==> src/rtl/udma_eth_tx_framer_if.sv <==
// udma_eth_tx_framer_if
//   Handshake bundle around the eth-side TX framer.
//   - length descriptor : len_data_i / len_valid_i / len_ready_o
//   - payload bytes     : data_i / data_valid_i / data_ready_o
//   - AXI-Stream to MAC : m_axis_tdata_o / tvalid_o / tready_i / tlast_o / tuser_o
//   master : the side feeding descriptors and bytes and sinking the stream (FIFOs + MAC)
//   slave  : the framer itself
//   Signal names keep the framer's _i/_o view so they read the same at both ends.
interface udma_eth_tx_framer_if #(
   parameter int LEN_WIDTH = 11
);
   logic [LEN_WIDTH-1:0] len_data_i;
   logic                 len_valid_i;
   logic                 len_ready_o;
   logic [7:0]           data_i;
   logic                 data_valid_i;
   logic                 data_ready_o;
   logic [7:0]           m_axis_tdata_o;
   logic                 m_axis_tvalid_o;
   logic                 m_axis_tready_i;
   logic                 m_axis_tlast_o;
   logic                 m_axis_tuser_o;

   modport master (
      output len_data_i, len_valid_i, data_i, data_valid_i, m_axis_tready_i,
      input  len_ready_o, data_ready_o, m_axis_tdata_o, m_axis_tvalid_o,
             m_axis_tlast_o, m_axis_tuser_o
   );

   modport slave (
      input  len_data_i, len_valid_i, data_i, data_valid_i, m_axis_tready_i,
      output len_ready_o, data_ready_o, m_axis_tdata_o, m_axis_tvalid_o,
             m_axis_tlast_o, m_axis_tuser_o
   );
endinterface

==> src/rtl/udma_eth_tx_framer.sv <==
// udma_eth_tx_framer
//   Eth-clock TX framer: takes a length descriptor and a byte stream (both from
//   the dst side of dual-clock FIFOs) and emits one AXI-Stream frame to the MAC.
//   Generates tlast from the length, enforces the inter-frame gap, rejects
//   zero/oversize lengths (bytes flushed) and aborts a starved frame with a
//   tuser-marked 0x00 tlast beat.
// Ports:
//   eth_clk_i, eth_rstn_i  clock, asynchronous active-low reset
//   bus (slave)            descriptor, payload and AXIS handshakes
//   tx_done_o              1-cycle pulse, good frame completed
//   tx_error_o             1-cycle pulse, illegal length or underrun abort
//   busy_o                 high whenever not IDLE
// Build option:
//   ETH_TX_PAD_EN          when defined, short frames are padded with 0x00 beats
//                          up to MIN_LEN bytes (PAD state); otherwise frames are
//                          exactly L bytes and MIN_LEN is not used for padding.
module udma_eth_tx_framer #(
   parameter int LEN_WIDTH       = 11,
   parameter int MAX_LEN         = 1518,
   parameter int MIN_LEN         = 60,
   parameter int IFG_CYCLES      = 12,
   parameter int UNDERRUN_CYCLES = 256
) (
   input  logic                  eth_clk_i,
   input  logic                  eth_rstn_i,
   udma_eth_tx_framer_if.slave   bus,
   output logic                  tx_done_o,
   output logic                  tx_error_o,
   output logic                  busy_o
);

   localparam int UC_W = ($clog2(UNDERRUN_CYCLES) > 0) ? $clog2(UNDERRUN_CYCLES) : 1;
   localparam int GC_W = ($clog2(IFG_CYCLES) > 0) ? $clog2(IFG_CYCLES) : 1;
   // A pad minimum above MAX_LEN would make every padded frame illegal; the
   // larger of the two is taken as the length ceiling.
   localparam int LEN_LIMIT = (MIN_LEN > MAX_LEN) ? MIN_LEN : MAX_LEN;

   localparam logic [LEN_WIDTH-1:0] MAX_L   = LEN_WIDTH'(LEN_LIMIT);
   localparam logic [LEN_WIDTH-1:0] ONE     = LEN_WIDTH'(1);
   localparam logic [UC_W-1:0]      UC_MAX  = UC_W'(UNDERRUN_CYCLES - 1);
   localparam logic [GC_W-1:0]      GC_LAST = GC_W'(IFG_CYCLES - 1);

   typedef enum logic [2:0] {
      IDLE   = 3'd0,
      STREAM = 3'd1,
      ABORT  = 3'd2,   // abort beat loaded, waiting for its handshake
      FLUSH  = 3'd3,
`ifdef ETH_TX_PAD_EN
      PAD    = 3'd5,
`endif
      GAP    = 3'd4
   } state_t;

   state_t               state_q;
   logic [LEN_WIDTH-1:0] rem_q;
   logic [LEN_WIDTH-1:0] sent_q;
   logic [UC_W-1:0]      uc_q;
   logic [GC_W-1:0]      gap_q;
   logic [7:0]           tdata_q;
   logic                 tvalid_q, tlast_q, tuser_q;
   logic                 done_q, err_q;
   logic                 run_q;   // keeps len_ready_o low while in reset

   logic out_free, len_acc, data_acc, beat_hs, data_rdy;

`ifdef ETH_TX_PAD_EN
   localparam logic [LEN_WIDTH:0] MIN_L = (LEN_WIDTH+1)'(MIN_LEN);
   logic [LEN_WIDTH:0] sent_nxt;
   logic               pad_need;
   assign sent_nxt = {1'b0, sent_q} + (LEN_WIDTH+1)'(1);
   assign pad_need = sent_nxt < MIN_L;
`endif

   assign out_free = !tvalid_q || bus.m_axis_tready_i;
   assign data_rdy = ((state_q == STREAM) && (rem_q != '0) && out_free) ||
                     ((state_q == FLUSH) && (rem_q != '0));
   assign len_acc  = bus.len_valid_i && bus.len_ready_o;
   assign data_acc = bus.data_valid_i && data_rdy;
   assign beat_hs  = tvalid_q && bus.m_axis_tready_i;

   assign bus.len_ready_o     = run_q && (state_q == IDLE);
   assign bus.data_ready_o    = data_rdy;
   assign bus.m_axis_tdata_o  = tdata_q;
   assign bus.m_axis_tvalid_o = tvalid_q;
   assign bus.m_axis_tlast_o  = tlast_q;
   assign bus.m_axis_tuser_o  = tuser_q;
   assign tx_done_o           = done_q;
   assign tx_error_o          = err_q;
   assign busy_o              = (state_q != IDLE);

   always_ff @(posedge eth_clk_i or negedge eth_rstn_i) begin
      if (!eth_rstn_i) begin
         state_q  <= IDLE;
         rem_q    <= '0;
         sent_q   <= '0;
         uc_q     <= '0;
         gap_q    <= '0;
         tdata_q  <= '0;
         tvalid_q <= 1'b0;
         tlast_q  <= 1'b0;
         tuser_q  <= 1'b0;
         done_q   <= 1'b0;
         err_q    <= 1'b0;
         run_q    <= 1'b0;
      end else begin
         run_q  <= 1'b1;
         done_q <= 1'b0;
         err_q  <= 1'b0;
         // Beat leaves the output register; any load below overrides this.
         if (beat_hs) tvalid_q <= 1'b0;

         case (state_q)
            IDLE: begin
               if (len_acc) begin
                  if (bus.len_data_i == '0) begin
                     err_q <= 1'b1;
                  end else if (bus.len_data_i > MAX_L) begin
                     err_q   <= 1'b1;
                     rem_q   <= bus.len_data_i;
                     state_q <= FLUSH;
                  end else begin
                     rem_q   <= bus.len_data_i;
                     sent_q  <= '0;
                     uc_q    <= '0;
                     state_q <= STREAM;
                  end
               end
            end

            STREAM: begin
               if (data_acc) begin
                  tdata_q  <= bus.data_i;
                  tvalid_q <= 1'b1;
                  tuser_q  <= 1'b0;
                  rem_q    <= rem_q - ONE;
                  sent_q   <= sent_q + ONE;
                  uc_q     <= '0;
`ifdef ETH_TX_PAD_EN
                  tlast_q  <= (rem_q == ONE) && !pad_need;
                  if ((rem_q == ONE) && pad_need) state_q <= PAD;
`else
                  tlast_q  <= (rem_q == ONE);
`endif
               end else if ((rem_q != '0) && !bus.data_valid_i) begin
                  // Byte accept above has priority over the abort.
                  if ((uc_q == UC_MAX) && out_free) begin
                     tdata_q  <= 8'h00;
                     tvalid_q <= 1'b1;
                     tlast_q  <= 1'b1;
                     tuser_q  <= 1'b1;
                     err_q    <= 1'b1;
                     uc_q     <= '0;
                     state_q  <= ABORT;
                  end else if (uc_q != UC_MAX) begin
                     uc_q <= uc_q + UC_W'(1);
                  end
               end
               // rem is 0 here, so no byte can be loaded on this cycle.
               if (beat_hs && tlast_q && !tuser_q) begin
                  done_q  <= 1'b1;
                  gap_q   <= '0;
                  state_q <= GAP;
               end
            end

            ABORT: begin
               if (beat_hs) begin
                  gap_q   <= '0;
                  state_q <= (rem_q == '0) ? GAP : FLUSH;
               end
            end

            FLUSH: begin
               if (data_acc) begin
                  rem_q <= rem_q - ONE;
                  if (rem_q == ONE) begin
                     gap_q   <= '0;
                     state_q <= GAP;
                  end
               end
            end

`ifdef ETH_TX_PAD_EN
            PAD: begin
               if (tvalid_q && tlast_q) begin
                  if (bus.m_axis_tready_i) begin
                     done_q  <= 1'b1;
                     gap_q   <= '0;
                     state_q <= GAP;
                  end
               end else if (out_free) begin
                  tdata_q  <= 8'h00;
                  tvalid_q <= 1'b1;
                  tuser_q  <= 1'b0;
                  tlast_q  <= (sent_nxt == MIN_L);
                  sent_q   <= sent_q + ONE;
               end
            end
`endif

            GAP: begin
               if (gap_q == GC_LAST) state_q <= IDLE;
               else                  gap_q   <= gap_q + GC_W'(1);
            end

            default: state_q <= IDLE;
         endcase
      end
   end

endmodule

==> src/flat_wrapper.sv <==
// flat-port wrapper written by rule: the top's interface ports become plain ports
module udma_eth_tx_framer_flat 
#(
   parameter int LEN_WIDTH       = 11,
   parameter int MAX_LEN         = 1518,
   parameter int MIN_LEN         = 60,
   parameter int IFG_CYCLES      = 12,
   parameter int UNDERRUN_CYCLES = 256
)
  (eth_clk_i, eth_rstn_i, tx_done_o, tx_error_o, busy_o, bus_len_data_i, bus_len_valid_i, bus_data_i, bus_data_valid_i, bus_m_axis_tready_i, bus_len_ready_o, bus_data_ready_o, bus_m_axis_tdata_o, bus_m_axis_tvalid_o, bus_m_axis_tlast_o, bus_m_axis_tuser_o);
  udma_eth_tx_framer_if #(.LEN_WIDTH(LEN_WIDTH)) bus_i ();
  input  logic eth_clk_i;
  input  logic eth_rstn_i;
  output logic tx_done_o;
  output logic tx_error_o;
  output logic busy_o;
  input wire logic [$bits(bus_i.len_data_i)-1:0] bus_len_data_i;
  input wire logic [$bits(bus_i.len_valid_i)-1:0] bus_len_valid_i;
  input wire logic [$bits(bus_i.data_i)-1:0] bus_data_i;
  input wire logic [$bits(bus_i.data_valid_i)-1:0] bus_data_valid_i;
  input wire logic [$bits(bus_i.m_axis_tready_i)-1:0] bus_m_axis_tready_i;
  output wire logic [$bits(bus_i.len_ready_o)-1:0] bus_len_ready_o;
  output wire logic [$bits(bus_i.data_ready_o)-1:0] bus_data_ready_o;
  output wire logic [$bits(bus_i.m_axis_tdata_o)-1:0] bus_m_axis_tdata_o;
  output wire logic [$bits(bus_i.m_axis_tvalid_o)-1:0] bus_m_axis_tvalid_o;
  output wire logic [$bits(bus_i.m_axis_tlast_o)-1:0] bus_m_axis_tlast_o;
  output wire logic [$bits(bus_i.m_axis_tuser_o)-1:0] bus_m_axis_tuser_o;
  assign bus_i.len_data_i = bus_len_data_i;
  assign bus_i.len_valid_i = bus_len_valid_i;
  assign bus_i.data_i = bus_data_i;
  assign bus_i.data_valid_i = bus_data_valid_i;
  assign bus_i.m_axis_tready_i = bus_m_axis_tready_i;
  assign bus_len_ready_o = bus_i.len_ready_o;
  assign bus_data_ready_o = bus_i.data_ready_o;
  assign bus_m_axis_tdata_o = bus_i.m_axis_tdata_o;
  assign bus_m_axis_tvalid_o = bus_i.m_axis_tvalid_o;
  assign bus_m_axis_tlast_o = bus_i.m_axis_tlast_o;
  assign bus_m_axis_tuser_o = bus_i.m_axis_tuser_o;
  udma_eth_tx_framer #(.LEN_WIDTH(LEN_WIDTH), .MAX_LEN(MAX_LEN), .MIN_LEN(MIN_LEN), .IFG_CYCLES(IFG_CYCLES), .UNDERRUN_CYCLES(UNDERRUN_CYCLES)) u_core (.eth_clk_i(eth_clk_i), .eth_rstn_i(eth_rstn_i), .bus(bus_i), .tx_done_o(tx_done_o), .tx_error_o(tx_error_o), .busy_o(busy_o));
endmodule
==> config.mk <==
export PLATFORM = sky130hd
export DESIGN_NAME = udma_eth_tx_framer_flat
export DESIGN_NICKNAME = d
export VERILOG_FILES = /design/src/rtl/udma_eth_tx_framer_if.sv /design/src/rtl/udma_eth_tx_framer.sv /design/src/flat_wrapper.sv
export SDC_FILE = /design/constraint.sdc
export NUM_CORES = 1
export LEC_CHECK = 0
export ABC_AREA = 1
export CORE_MARGIN = 2
export CORE_UTILIZATION = 35
export DETAILED_ROUTE_END_ITERATION = 16
export HOLD_SLACK_MARGIN = 0.15
export PLACE_DENSITY = 0.58
export SKIP_LAST_GASP = 1
export SLEW_MARGIN = 10
export SYNTH_ARGS = -nofsm -noshare
export SYNTH_HDL_FRONTEND = slang
export SYNTH_SLANG_ARGS = --single-unit
export TNS_END_PERCENT = 50
==> constraint.sdc <==
create_clock -name eth_clk_i -period 1.6 [get_ports eth_clk_i]
set_input_delay 0.32 -clock eth_clk_i [delete_from_list [all_inputs] [get_ports eth_clk_i]]
set_output_delay 0.32 -clock eth_clk_i [all_outputs]
set_load 0.05 [all_outputs]
==> results of run 1 <==
logic make-up after synthesis:
family | share of synthesized area (%)
mux | 0.404
other cells | 0.151
compound gates | 14.1
buf+inv | 7.47
xor+xnor | 3.18
flops | 40.4
fa+ha+maj | 2.02
simple gates | 32.3
what timing repair did:
action | 4_1_cts | 5_1_grt
endpoints found under the hold margin | 7 | 0
resized for setup | 40 | 22
setup buffers | 16 | 4
gates cloned | 0 | 0
pin swaps | 28 | 13
setup endpoints to repair | 39 | 41
hold buffers | 1 | 0
registers in the layout, indices dropped and copies added, names as in the netlist:
signal                      flops
u_core.bus.m_axis_tdata_o       8
u_core.gap_q                    4
u_core.state_q                  3
u_core.run_q                    1
u_core.uc_q                     8
u_core.tx_done_o                1
u_core.rem_q                   11
u_core.bus.m_axis_tlast_o       1
u_core.bus.m_axis_tvalid_o      1
u_core.tx_error_o               1
u_core.bus.m_axis_tuser_o       1
worst max-delay path: stages (launching register included):
cell	delay (ns)
sky130_fd_sc_hd__dfrtp_1	0.40
sky130_fd_sc_hd__inv_2	0.09
sky130_fd_sc_hd__ha_4	0.15
sky130_fd_sc_hd__nand2_4	0.06
sky130_fd_sc_hd__nor2_4	0.14
sky130_fd_sc_hd__nand2_4	0.07
sky130_fd_sc_hd__nand2_4	0.08
sky130_fd_sc_hd__inv_2	0.04
sky130_fd_sc_hd__buf_12	0.13
metal layers:
| metal | track usage (%) | part of all wire [%] | vias to the layer above |
|---|---|---|---|
| met5 | 0 | 0 | - |
| met4 | 4.96 | 1.4 | 0 |
| met3 | 2.54 | 2.1 | 6 |
| met1 | 27.0 | 48 | 1216 |
| met2 | 29.3 | 48 | 28 |
| li1 | - | - | 1335 |
per-stage QoR:
stage	setup TNS (ns)	hold slack (ns)	std cells	total power, W
after floorplan	0	0.0244	329	0.00436
after global placement	-8.94	0.207	529	0.00621
after detailed placement	-9.62	0.222	529	0.00625
after CTS	-3.51	0.436	553	0.00752
after global routing	-7.85	0.442	557	0.00834
final	-4.00	0.427	557	0.00777
report_power, final:
part           total (W)  switching (W)  internal [W]
combinational    0.00545        0.00299       0.00246
clock           0.000681       0.000376      0.000305
sequential       0.00164       0.000271       0.00137
total            0.00777        0.00364       0.00413
placed cells by master, fill, tap and decap left out, drive strengths merged:
| master | Yosys | layout |
|---|---|---|
| o21ai | 28 | 28 |
| dfrtp | 40 | 40 |
| a21oi | 9 | 9 |
| or2 | 2 | 2 |
| a22o | 8 | 8 |
| o211ai | 3 | 3 |
| a31oi | 3 | 3 |
| clkinvlp | 0 | 1 |
| xor2 | 5 | 5 |
| nand4 | 6 | 6 |
| inv | 41 | 41 |
| a21o | 1 | 1 |
| xnor2 | 4 | 4 |
| buf | 3 | 106 |
| nor2 | 43 | 43 |
| clkdlybuf4s50 | 0 | 22 |
| ha | 4 | 4 |
| dlygate4sd3 | 0 | 1 |
| clkbuf | 2 | 6 |
| clkinv | 0 | 1 |
| nand3b | 1 | 1 |
| nor3 | 9 | 9 |
| conb | 1 | 1 |
| mux2i | 1 | 1 |
| nand3 | 28 | 28 |
| o31ai | 1 | 1 |
| nand2 | 86 | 86 |
path summary, 6_finish.rpt:
kind | start | to | slack (ns) | cells after the start
min | eth_rstn_i | u_core.rem_q[6] | 0.43 | 2
max | u_core.rem_q[0] | bus_data_ready_o | -0.17 | 8
min reg2reg | u_core.bus.m_axis_tdata_o[3] | u_core.bus.m_axis_tdata_o[3] | 0.50 | 1
min in group eth_clk_i | u_core.bus.m_axis_tdata_o[3] | u_core.bus.m_axis_tdata_o[3] | 0.50 | 1
max in group asynchronous | eth_rstn_i | u_core.rem_q[9] | 0.72 | 3
max reg2reg | u_core.rem_q[0] | u_core.bus.m_axis_tdata_o[7] | -0.17 | 11
area by class of cell:
type,instances,area [um^2],area share [%]
inverter,41,161,4.01
sequential,40,1000,25.0
timing repair buffer,129,1140,28.3
clock inverter,2,12.5,0.311
tap,96,120,2.98
clock buffer,6,72.6,1.80
multi-input combinational,243,1520,37.6
==> impl_summary.md, run 1 <==
Route
The first detailed-routing pass ran for 4 iterations. For this block, the initial DRC count from the detailed router was 111. The via count is 2585. The via-per-instance ratio is 4.64.

The mean routed wirelength per cell is 12.1 um. The number of nets still failing antenna checks after routing is 0. After detailed routing, the number of remaining DRC violations is 0. For this block, the routed nets add up to 6.75 mm of wire.

Logic synthesis
The number of nets in the synthesized netlist is 357. The most used flip-flop cell after synthesis is sky130_fd_sc_hd__dfrtp_1. Among all cell types in the netlist, the one instantiated most often is sky130_fd_sc_hd__nand2_1. Synthesis produced a netlist whose cell count is 329.

The share of the Yosys chip area taken by registers is 40.4%. Of all cell types, the one taking the most synthesized area is sky130_fd_sc_hd__dfrtp_1. The mean post-synth cell area is 7.53 um^2. The Yosys warning count is 0. The synthesized design contains 40 register bits. The share of the synthesized area in the top cell type is 40.4%. The count of distinct cell types in the synthesized netlist is 37. By area the synthesized netlist is led by sky130_fd_sc_hd__dfrtp_1 40%, sky130_fd_sc_hd__nand2_1 12%, sky130_fd_sc_hd__inv_1 5.6%. Counting flops with a built-in enable in the synthesized netlist gives 0. The async set-or-reset flop fraction in the synthesized netlist is 100%. In this run the cell area of the synthesized design comes to 2480 um^2. Sorting the synthesized cells by how often they occur yields 78 x sky130_fd_sc_hd__nand2_1, 40 x sky130_fd_sc_hd__dfrtp_1, 37 x sky130_fd_sc_hd__inv_1.

Status
The flow ran to the end, but the final reports show violations. The final reports fail on negative setup slack.

Cells and area
The final-layout fill cell count is 623. The post-route standard cell area excluding fillers is 4030 um^2. The number of antenna diodes is 0. Of the cells placed in the final design, the portion with a size suffix greater than 1 is 39.5%. The layout overhead on the synthesized area is 62.4%. After the last flow step, the layout net total stands at 488. The core utilization of the finished layout is 58.9%.

CTS
The clock latency reported for the late side of the worst-skew pair is 0.31 ns. The root buffer selected by CTS is sky130_fd_sc_hd__clkbuf_8. The H-tree generated during clock tree synthesis spans 2 levels. TritonCTS built the clock tree.

The clock passes through at most 2 buffers. The number of clock buffers added by TritonCTS is 5. The TritonCTS sink count is 40. Clock-pin slew was measured on the worst setup and hold paths at 0.08 ns.

Pwr
Power spread over the standard cell area amounts to 1930 nW/um^2. The maximum vdd ir drop is 0.912 mV. In this run the static leakage power is 1.96 nW.

STA
The number of pins with negative max-slew slack in the final report is 0. The worst path in the final design needs a cycle of 1.77 ns, including I/O delays and setup. The period utilization is 111%. Timing would allow up to 0.564 GHz. The count of final setup violators is 41. After layout, the worst setup slack is -0.172 ns. The worst clock skew on the final layout is 0.0163 ns.

Setup repair after global routing could not meet its margin everywhere. The number of hold-slack violations in the final timing report is 0.

Global route
The maximum number of pins on one net before global-route repair is 22. The number of global-route vias before repair is 2477. The number of antenna violations at the first check in global routing is 0. The first global-routing pass estimated 11.5 mm of wire.

Global routing finished with a remaining overflow of 0. The global-route usage over all layers is 18.6%.

Die
The initial standard-cell utilization of the core is 36.3%. The width of the die is 88.2 um. The area enclosed by the die boundary is 7770 um^2. Row generation in the floorplan step produced 30 rows. 40 I/O pins were placed. Measured along the y axis, the die boundary spans 88.2 um. In this run the standard cell core region covers 6830 um^2.

Place
The total placed instance area is 3550 um^2. The number of buffers inserted by port buffering is 39. Routability-driven placement finished with a final weighted congestion of 0.897.

The sum of net half-perimeters after detailed placement is 4.99 mm. The post-placement setup slack is -0.323 ns.

Critical path
STA puts the critical path data required time at 1.28 ns. STA classifies the critical path startpoint as a flop. In this run the worst path has a maximum fanout of 2. The critical path is of the reg -> out type. The sort of element at the end of the critical path is an output pin. The arrival time reported for the critical path endpoint is 1.45 ns.

Min path
The tightest min-delay check is of the in -> async type.

Flow run
The number of maximum-capacitance constraint violations is 0.
Power figures use the tool's default switching activity.
==> run 2: changes to the inputs <==
Settings changed: PLACE_DENSITY 0.58 to 0.68.
==> impl_summary.md, run 2 (synthesis gave the netlist of run 1 again) <==
Status
The flow ran to the end, but the final reports show violations. The checks that failed: negative setup slack.

Pwr
The switching share of power is 46.9%. Summing internal, switching and leakage power gives 0.00786 W. In this run the power spent charging and discharging nets is 0.00368 W. Sequential cells burn 20.9% of the power. Power spread over the standard cell area amounts to 1990 nW/um^2. The share of total power dissipated in combinational logic is 68.3%. Across the VDD grid, the largest voltage drop is 0.703 mV. The clock share of power is 10.8%. The total leakage power is 1.92 nW. Cell internal power was estimated by the tool at 0.00418 W.

STA
Setup repair after global routing could not meet its margin everywhere. In the post-route analysis, the smallest setup slack over all paths is -0.241 ns. The period utilization is 115%. Setup violations remaining at the end of the flow were counted as 39. The number of hold-slack violations in the final timing report is 0. The number of pins with negative max-slew slack in the final report is 0. Across the routed clock network, the largest skew measured is 0.00741 ns. The final critical path time including I/O delays and setup is 1.84 ns. Based on the critical path, the design can be clocked at up to 0.543 GHz.

CTS
Clock-pin slew was measured on the worst setup and hold paths at 0.08 ns. The TritonCTS buffer count is 5. The H-tree was split into 2 levels. The cell sitting at the root of the clock tree is a sky130_fd_sc_hd__clkbuf_8. The clock tree from TritonCTS is yes.

The TritonCTS sink count is 40. The clock passes through at most 2 buffers. The clock latency reported for the late side of the worst-skew pair is 0.30 ns.

Global route
The total congestion overflow is 0. The number of global-route vias before repair was 2532. The global-route usage over all layers is 18.4%. The maximum number of pins on one net before global-route repair is 21. The number of antenna violations at the first check in global routing is 0. The first global-routing pass estimated 11.2 mm of wire.

Die
The core area is 6830 um^2. The height of the chip is 88.2 um. The die covers 7770 um^2.

The initial standard-cell utilization of the core is 36.3%. The number of I/O pins is 40. In this run the horizontal extent of the chip is 88.2 um. The standard-cell row count is 30.

Critical path
Tracing the worst setup path back leads to its startpoint at u_core.rem_q[1]. At the worst endpoint, the required time is 1.28 ns. Data on the critical path arrives at its endpoint at 1.52 ns. STA classifies the critical path startpoint as a flop. The count of buffer and inverter cells on the critical path is 4.

The critical path goes through inv_2, ha_4, nand2_4, nor2_4, nand2_2, buf_6, nand2_4, inv_4, buf_12. The most numerous cell on the critical path is sky130_fd_sc_hd__nand2_4. The delay of the slowest cell on the worst path is 0.39 ns.

The critical path is of the reg -> out type. Among all stages on the critical path, the largest delay is contributed by sky130_fd_sc_hd__dfrtp_1. The source of the worst register-to-register timing path is u_core.rem_q[0]. STA classifies the critical path endpoint as an output pin. The maximum net fanout on the critical path is 2. The critical path's top delay family is flip-flops.

Route
The detailed router finished its first iteration with 128 violations. The first detailed-routing pass took 4 iterations. The final layout contains routed wiring with a total length of 6.99 mm.

The count of unresolved DRC violations after routing is 0. The routed layout has 2614 vias. The number of nets still failing antenna checks after routing is 0.

Using the TritonRoute via totals, the vias-per-cell ratio works out to 4.80. Dividing the detail-routed wire length by the instance count gives 12.8 um.

Cells and area
In the layout the commonest cells are 79 x sky130_fd_sc_hd__buf_4, 71 x sky130_fd_sc_hd__nand2_1, 37 x sky130_fd_sc_hd__dfrtp_1. The number of antenna diodes is 0. The final layout net count is 476. The final instance count without filler cells is 545. From synthesis to final layout, the design area changed by 59.1%. The register name with the most flops is u_core.rem_q.

The register with the most flip-flops in the layout has 11 of them. The fraction of layout instances using a drive strength above 1 is 36.7%. Leaving out fill and tap cells, the most frequent cell in the layout is sky130_fd_sc_hd__buf_4. At the end of the flow the core is filled with cells to 57.7%.

Place
Including well taps, the total number of placed cells is 520. The weighted congestion at the end of routability-driven global placement is 0.836. The number of buffers inserted by port buffering is 39. At the placement stage, the worst setup path has a slack of -0.370 ns. The sum of net half-perimeters after detailed placement is 4.93 mm.

Min path
The path class of the tightest hold or removal check is in -> async.

Flow run
Max-cap violations in this run came to 0.
[run 2: changes by cell type in the layout (fill, tap and decap cells not counted), moves of 2 or more]
cell / change
sky130_fd_sc_hd__nand2_1: -2
sky130_fd_sc_hd__clkinv_4: +2
sky130_fd_sc_hd__o21ai_1: -2
sky130_fd_sc_hd__buf_6: -8
sky130_fd_sc_hd__nand3_1: +2
sky130_fd_sc_hd__o21ai_0: +2
sky130_fd_sc_hd__buf_4: -9
sky130_fd_sc_hd__nand3_4: -2
sky130_fd_sc_hd__nand2_2: +2
sky130_fd_sc_hd__nor2_1: +2
sky130_fd_sc_hd__inv_1: +2
sky130_fd_sc_hd__inv_2: -3
[run 2: path summary, 6_finish.rpt]
kind / slack, ns / depth (start not counted) / endpoint
max reg2reg: -0.15 / 13 / u_core.state_q[0]
min: 0.39 / 2 / u_core.gap_q[0]
min in group eth_clk_i: 0.51 / 1 / u_core.bus.m_axis_tdata_o[4]
max in group asynchronous: 0.77 / 3 / u_core.bus.m_axis_tvalid_o
min reg2reg: 0.51 / 1 / u_core.bus.m_axis_tdata_o[4]
max: -0.24 / 9 / bus_data_ready_o
[run 2: cell type report]
type                    count  area (um^2)
clock buffers               5         68.8
clock inverters             3         47.5
fillers                   594         2890
inverters                  41          164
multi-input cells         245         1500
flip-flops and latches     40         1000
well taps                  96          120
repair buffers            115         1040
[run 2: routing by layer]
metal / vias to the layer above / global-route usage (%) / share of wire, %
li1: 1311 / - / -
met1: 1242 / 23.0 / 43
met3: 13 / 3.02 / 2.8
met2: 48 / 32.0 / 52
met5: - / 0 / 0
met4: 0 / 6.75 / 2.0
[run 2: what timing repair did]
action,in CTS,in global routing
hold buffers,1,0
resized for setup,28,19
endpoints found under the hold margin,40,0
cloned,2,1
pin swaps,9,10
endpoints found under the setup margin,36,41
buffers inserted,9,5
[run 2: through the flow]
stage,TNS (ns),hold WS (ns),instance area [um^2]
after global routing,-7.68,0.411,3940
final,-3.92,0.388,3940
after detailed placement,-10.27,0.155,3500
after floorplan,0,0.0244,2520
after CTS,-3.39,0.393,3810
after global placement,-9.89,0.154,3500
[run 2: worst register-to-register path, cell delays in order (launching register included)]
cell                      delay [ns]
sky130_fd_sc_hd__dfrtp_1        0.37
sky130_fd_sc_hd__inv_2          0.06
sky130_fd_sc_hd__ha_4           0.17
sky130_fd_sc_hd__nand2_4        0.08
sky130_fd_sc_hd__nor2_4         0.04
sky130_fd_sc_hd__nand2_2        0.07
sky130_fd_sc_hd__buf_4          0.14
sky130_fd_sc_hd__nand3_4        0.14
sky130_fd_sc_hd__buf_6          0.16
sky130_fd_sc_hd__nand2_1        0.06
sky130_fd_sc_hd__nand3_2        0.09
sky130_fd_sc_hd__nor2_4         0.14
sky130_fd_sc_hd__nand3_1        0.09
sky130_fd_sc_hd__nand2_1        0.07
[run 2: power by group through the flow]
stage / clock, W / combinational (W) / sequential, W
after floorplan: 0 / 0.00227 / 0.00209
after global placement: 0 / 0.00442 / 0.00163
after detailed placement: 0 / 0.00449 / 0.00164
after CTS: 0.000868 / 0.00487 / 0.00163
after global routing: 0.000905 / 0.00580 / 0.00167
final: 0.000847 / 0.00537 / 0.00164
==> run 3: changes to the inputs <==
Settings changed: HOLD_SLACK_MARGIN 0.15 to 0.1.
==> results of run 3 <==
The final DEF is identical to that of run 2; final timing and power are the same.
